$ cat src/rtl/mips_decode_pipe.sv
// mips_decode_pipe: full-word MIPS decoder feeding a DEPTH-entry output FIFO.
// Optional saturating perf counters when DEC_PERF_CNT_EN is defined.
//
// Ports:
//   clk, rst_n            clock, async active-low reset
//   in_valid/in_ready     instruction word handshake, instr = word
//   out_valid/out_ready   FIFO head handshake
//   op_onehot, illegal    decoded operation of head entry
//   rs,rt,rd,shamt,imm,   instruction fields of head entry
//   target                (all outputs read 0 while empty)
//   dec_cnt, ill_cnt      accepted / accepted-illegal word counters
module mips_decode_pipe #(
  parameter int unsigned DEPTH = 2,
  parameter int unsigned OP_W  = 36,
  parameter int unsigned CNT_W = 16
) (
  input  logic             clk,
  input  logic             rst_n,
  input  logic             in_valid,
  output logic             in_ready,
  input  logic [31:0]      instr,
  output logic             out_valid,
  input  logic             out_ready,
  output logic [OP_W-1:0]  op_onehot,
  output logic             illegal,
  output logic [4:0]       rs,
  output logic [4:0]       rt,
  output logic [4:0]       rd,
  output logic [4:0]       shamt,
  output logic [15:0]      imm,
  output logic [25:0]      target,
  output logic [CNT_W-1:0] dec_cnt,
  output logic [CNT_W-1:0] ill_cnt
);

  localparam int unsigned PW = $clog2(DEPTH);
  localparam logic [PW:0] P_ONE = (PW+1)'(1);
  localparam logic [OP_W-1:0] OH_ONE = OP_W'(1);

  typedef struct packed {
    logic            ill;
    logic [OP_W-1:0] op;
    logic [31:0]     word;
  } ent_t;

  // ---------------- decode ----------------
  logic [5:0] opc;
  logic [5:0] fn;
  logic [4:0] rt_f;
  logic [5:0] op_idx;
  logic       op_ok;
  ent_t       ent_d;

  assign opc  = instr[31:26];
  assign fn   = instr[5:0];
  assign rt_f = instr[20:16];

  always_comb begin
    op_idx = 6'd0;
    op_ok  = 1'b1;
    unique case (opc)
      6'b000000: begin
        unique case (fn)
          6'b100110: op_idx = 6'd0;
          6'b000000: op_idx = 6'd1;
          6'b000100: op_idx = 6'd2;
          6'b000010: op_idx = 6'd3;
          6'b100010: op_idx = 6'd4;
          6'b000110: op_idx = 6'd5;
          6'b101010: op_idx = 6'd6;
          6'b001100: op_idx = 6'd7;
          6'b100011: op_idx = 6'd8;
          6'b100101: op_idx = 6'd9;
          6'b100111: op_idx = 6'd10;
          6'b100001: op_idx = 6'd11;
          6'b011000: op_idx = 6'd12;
          6'b011010: op_idx = 6'd13;
          6'b100100: op_idx = 6'd14;
          6'b100000: op_idx = 6'd15;
          6'b001000: op_idx = 6'd16;
          6'b000011: op_idx = 6'd17;
          default:   op_ok  = 1'b0;
        endcase
      end
      6'b001000: op_idx = 6'd18;
      6'b001001: op_idx = 6'd19;
      6'b001100: op_idx = 6'd20;
      6'b001110: op_idx = 6'd21;
      6'b001101: op_idx = 6'd22;
      6'b000100: op_idx = 6'd23;
      6'b000101: op_idx = 6'd24;
      6'b000110: op_idx = 6'd25;
      6'b000111: op_idx = 6'd26;
      // REGIMM: only rt=00001 (BGEZ) is in the table
      6'b000001: begin
        op_idx = 6'd27;
        op_ok  = (rt_f == 5'd1);
      end
      6'b100011: op_idx = 6'd28;
      6'b101011: op_idx = 6'd29;
      6'b100000: op_idx = 6'd30;
      6'b101000: op_idx = 6'd31;
      6'b001010: op_idx = 6'd32;
      6'b001111: op_idx = 6'd33;
      6'b000010: op_idx = 6'd34;
      6'b000011: op_idx = 6'd35;
      default:   op_ok  = 1'b0;
    endcase
  end

  always_comb begin
    ent_d      = '0;
    ent_d.ill  = !op_ok;
    ent_d.op   = op_ok ? (OH_ONE << op_idx) : '0;
    ent_d.word = instr;
  end

  // ---------------- FIFO ----------------
  ent_t        mem_q [DEPTH];
  logic [PW:0] wr_q, wr_d;
  logic [PW:0] rd_q, rd_d;
  logic        full;
  logic        empty;
  logic        push;
  logic        pop;
  ent_t        head;

  // extra MSB on the pointers separates full from empty
  assign empty = (wr_q == rd_q);
  assign full  = (wr_q[PW] != rd_q[PW]) &&
                 (wr_q[PW-1:0] == rd_q[PW-1:0]);

  // no bypass: a full FIFO refuses even if popping this cycle
  assign in_ready  = !full;
  assign out_valid = !empty;
  assign push      = in_valid && in_ready;
  assign pop       = out_valid && out_ready;

  always_comb begin
    wr_d = wr_q;
    rd_d = rd_q;
    if (push) wr_d = wr_q + P_ONE;
    if (pop)  rd_d = rd_q + P_ONE;
  end

  always_ff @(posedge clk or negedge rst_n) begin
    if (!rst_n) begin
      wr_q <= '0;
      rd_q <= '0;
    end else begin
      wr_q <= wr_d;
      rd_q <= rd_d;
    end
  end

  always_ff @(posedge clk or negedge rst_n) begin
    if (!rst_n) begin
      for (int i = 0; i < int'(DEPTH); i++)
        mem_q[i] <= '0;
    end else if (push) begin
      mem_q[wr_q[PW-1:0]] <= ent_d;
    end
  end

  always_comb begin
    head = '0;
    if (!empty) head = mem_q[rd_q[PW-1:0]];
  end

  assign op_onehot = head.op;
  assign illegal   = head.ill;
  assign rs        = head.word[25:21];
  assign rt        = head.word[20:16];
  assign rd        = head.word[15:11];
  assign shamt     = head.word[10:6];
  assign imm       = head.word[15:0];
  assign target    = head.word[25:0];

  // ---------------- perf counters ----------------
`ifdef DEC_PERF_CNT_EN
  localparam logic [CNT_W-1:0] C_ONE = CNT_W'(1);

  logic [CNT_W-1:0] dec_q, dec_d;
  logic [CNT_W-1:0] ill_q, ill_d;

  always_comb begin
    dec_d = dec_q;
    ill_d = ill_q;
    if (push && (dec_q != '1))
      dec_d = dec_q + C_ONE;
    if (push && ent_d.ill && (ill_q != '1))
      ill_d = ill_q + C_ONE;
  end

  always_ff @(posedge clk or negedge rst_n) begin
    if (!rst_n) begin
      dec_q <= '0;
      ill_q <= '0;
    end else begin
      dec_q <= dec_d;
      ill_q <= ill_d;
    end
  end

  assign dec_cnt = dec_q;
  assign ill_cnt = ill_q;
`else
  assign dec_cnt = '0;
  assign ill_cnt = '0;
`endif

endmodule

$ cat config.mk
export PLATFORM = sky130hd
export DESIGN_NAME = mips_decode_pipe
export DESIGN_NICKNAME = d
export VERILOG_FILES = /design/src/rtl/mips_decode_pipe.sv
export SDC_FILE = /design/constraint.sdc
export NUM_CORES = 1
export LEC_CHECK = 0
export ABC_AREA = 1
export CAP_MARGIN = 30
export CORE_MARGIN = 2
export CORE_UTILIZATION = 41
export DETAILED_ROUTE_END_ITERATION = 8
export PLACE_DENSITY_LB_ADDON = 0.12
export SLEW_MARGIN = 10
export SYNTH_ARGS = -nofsm -noshare
export SYNTH_HDL_FRONTEND = slang
export SYNTH_SLANG_ARGS = --single-unit
$ cat constraint.sdc
create_clock -name clk -period 2.4 [get_ports clk]
set_input_delay 0.72 -clock clk [delete_from_list [all_inputs] [get_ports clk]]
set_output_delay 0.72 -clock clk [all_outputs]
set_load 0.005 [all_outputs]
==> results.md <==
* Clock sink count at 130
* Async SR Flop Fraction at 100%
* Final Hold Violating Endpoints at 0
* GP Congestion at 0.856
* Detailed placement HPWL at 13.4 mm
* Critical path class: reg2out
* Power Density at ~1300 nW/um^2
* Synth Area in Compound Gates at 10.2%
* Setup Skew at 0.00582 ns
* Initial antenna violation count at 0
* Share of the yosys chip area belonging to registers at 44.7%
* Post-synthesis mux area share at 0%
* IO buf count at 136
* Synth Register Bits at 130
* Rows at 48
* Nets at 1217
* Placed standard-cell area at between 9000 and 10000 um^2
* CTS tree: yes
* DRT iter0 DRCs at 343
* All-Layer GR Usage at 22.6%
* Post-synth top cells: nand2_1 (306), dfrtp_1 (130), nor2_1 (130)
* Fill count at 1637
* H-tree depth at 4
* Synthesis warning total at 0
* Post-synth EDFFs at 0
* Leakage at 5.17 nW
* Area Overhead vs Synth at 38.5%
* Unrepaired setup endpoints after global routing: yes
* DIE AREA at ~19000 um^2
* Starting Density at a little over two fifths
* CP Max Fanout at 6
* Global-route wire length before repair at approximately 33 mm
* CTS Buffer Depth at 2
* Drc violations at 0
* Via density at 4.84
* Synthesized area at 7280 um^2
* Final Non-Filler Cells at 1417
* DRT Wirelength at 20.4 mm
* Cells after Synth at 1011
* Largest net degree at the start of global routing at 63
* CTS Buf Count at 17
* GR Overflow Total at 0
* Root Buffer: clkbuf_16
* Critical Path Start Type: flip-flop
* Layout Utilization at 58.3%
* Max_slew headroom at 57.2%
* Top cells by area, synth: dfrtp_1 (45%), nand2_1 (16%), buf_4 (7.2%)
* Setup crit end kind: output pin
* WP data required at 1.68 ns
* Library cells used by synthesis at 32
* Post-Place Cells at roughly 1400
* Yosys top cell by area: dfrtp_1
* Status: complete, but fails checks
* Inserted Diodes at 0
* Worst Slack Setup Final at -0.137 ns
* XOR/XNOR Fraction of Synth Area at 0.481%
* Crit share post-route at 106%
* Die W at 137 um
* Max-cap violations at 0
* Drt wl/cell at 14.4 um
* Fraction of the mapped netlist area in adder cells at 0%
* Fin area at 10100 um^2
* Largest family of logic cells by synthesized area: simple AND/OR/NAND/NOR gates
* Die height at about 140 um
* # IOs at 169
* Crit path DAT at 1.82 ns
* Top-area cell type share of the netlist area at 44.7%
* Worst hold path type: in2async
* ANT nets after route at 0
* Main synth FF type: dfrtp_1
* Count leader, synth: nand2_1
* Setup Viol. Count Final at 75
* Violated checks: setup timing
* Fraction of layout cells with a size suffix above 1 at 29.2%
* Core area at 17300 um^2
* Max VDD drop at 0.000764 V
* CTS clock-pin slew for the worst setup and hold paths at 0.05 ns
* Drt pass-1 iters at 5
* Pre-CTS WS at -0.406 ns
* Via count at a little under 7000
* Simple-gate share of the synthesized area at 30.3%
* Achievable clock frequency at 394 MHz
* Slew @ Worst Pin at 0.640 ns
* Worst skew pair latency at 0.41 ns
* Final Power at ~0.013 W
* Vias in the first global route at 6771
* Syn_area_per_cell at around 7 um^2
* Fin crit period at 2.54 ns
* Slew Viols, Final at 0
[per-layer routing]
layer / global-route usage, % / part of all wire [%]
met1: 30.2 / 46
met2: 37.5 / 48
met3: 4.45 / 5.0
met4: 6.41 / 1.5
met5: 0 / 0
[logic make-up after synthesis]
group	after synthesis
and+or+nand+nor	531
xor gates and xnor gates	4
buffers and inverters	202
AOI/OAI and AO/OA	143
DFF	130
other	1
[worst max-delay path: stages (launching register included)]
cell	delay (ns)
dfrtp_4	0.52
xnor2_4	0.15
nand2_4	0.13
inv_8	0.08
buf_12	0.15
buf_6	0.13
a21oi_2	0.12
buf_2	0.13
[state kept, by name, indices dropped and copies added, names as in the netlist]
register  flops
rd_q          2
mem_q       126
wr_q          2
[area by class of cell]
cell class	count	area, um^2	area share (%)
clock buffer	25	505	5.01
clock inverter	5	27.5	0.273
inverter	86	333	3.30
multi-input combinational	711	3600	35.7
sequential	130	3260	32.3
tap	225	282	2.79
timing repair buffer	234	2070	20.5
timing repair inverter	1	8.76	0.0869
[timing repair]
action	4_1_cts	5_1_grt
gates resized for setup	422	108
endpoints found under the setup margin	101	139
gates cloned	5	3
hold buffers	0	0
pin swaps	13	11
setup buffers	20	3
[path summary, 6_finish.rpt]
check / to / cells past startpoint / startpoint / slack, ns
hold reg to reg: mem_q[54]$_DFFE_PN0P_ / 2 / mem_q[54]$_DFFE_PN0P_ / 0.47
min in group clk: mem_q[54]$_DFFE_PN0P_ / 2 / mem_q[54]$_DFFE_PN0P_ / 0.47
setup / recovery: op_onehot[10] / 7 / rd_q[0]$_DFFE_PN0P_ / -0.14
hold / removal: mem_q[134]$_DFFE_PN0P_ / 1 / rst_n / 0.24
setup reg to reg: mem_q[101]$_DFFE_PN0P_ / 10 / rd_q[0]$_DFFE_PN0P_ / 0.31
max in group asynchronous: mem_q[43]$_DFFE_PN0P_ / 2 / rst_n / 1.60
[stage by stage]
stage / hold slack (ns) / TNS [ns]
after floorplan: 0.424 / 0
after global placement: 0.453 / -15.05
after detailed placement: 0.458 / -17.72
after CTS: 0.234 / -11.74
after global routing: 0.248 / -12.58
final: 0.244 / -6.18
[cell usage in the layout, fill, tap and decap left out, types with 12 or more instances in the layout]
master,n
dlymetal6s2s_1,12
buf_2,75
nor2_4,32
nor2_1,81
a21oi_1,36
o21ai_0,51
conb_1,32
nand3_1,48
o21ai_1,20
inv_1,72
clkdlybuf4s50_1,22
nor2_2,36
dfrtp_1,129
clkbuf_16,19
buf_12,16
clkbuf_2,13
buf_4,61
nand2_1,305
buf_6,12
a21oi_2,22
[where the power goes]
part | switching [W] | leakage (nW) | internal [W] | total, W
Combinational | 0.00410 | 3.19 | 0.00355 | 0.00765
Sequential | 0.000290 | 1.71 | 0.00281 | 0.00310
Clock | 0.000913 | 0.265 | 0.00144 | 0.00235
Note: power is estimated with default switching activity, not from simulation.
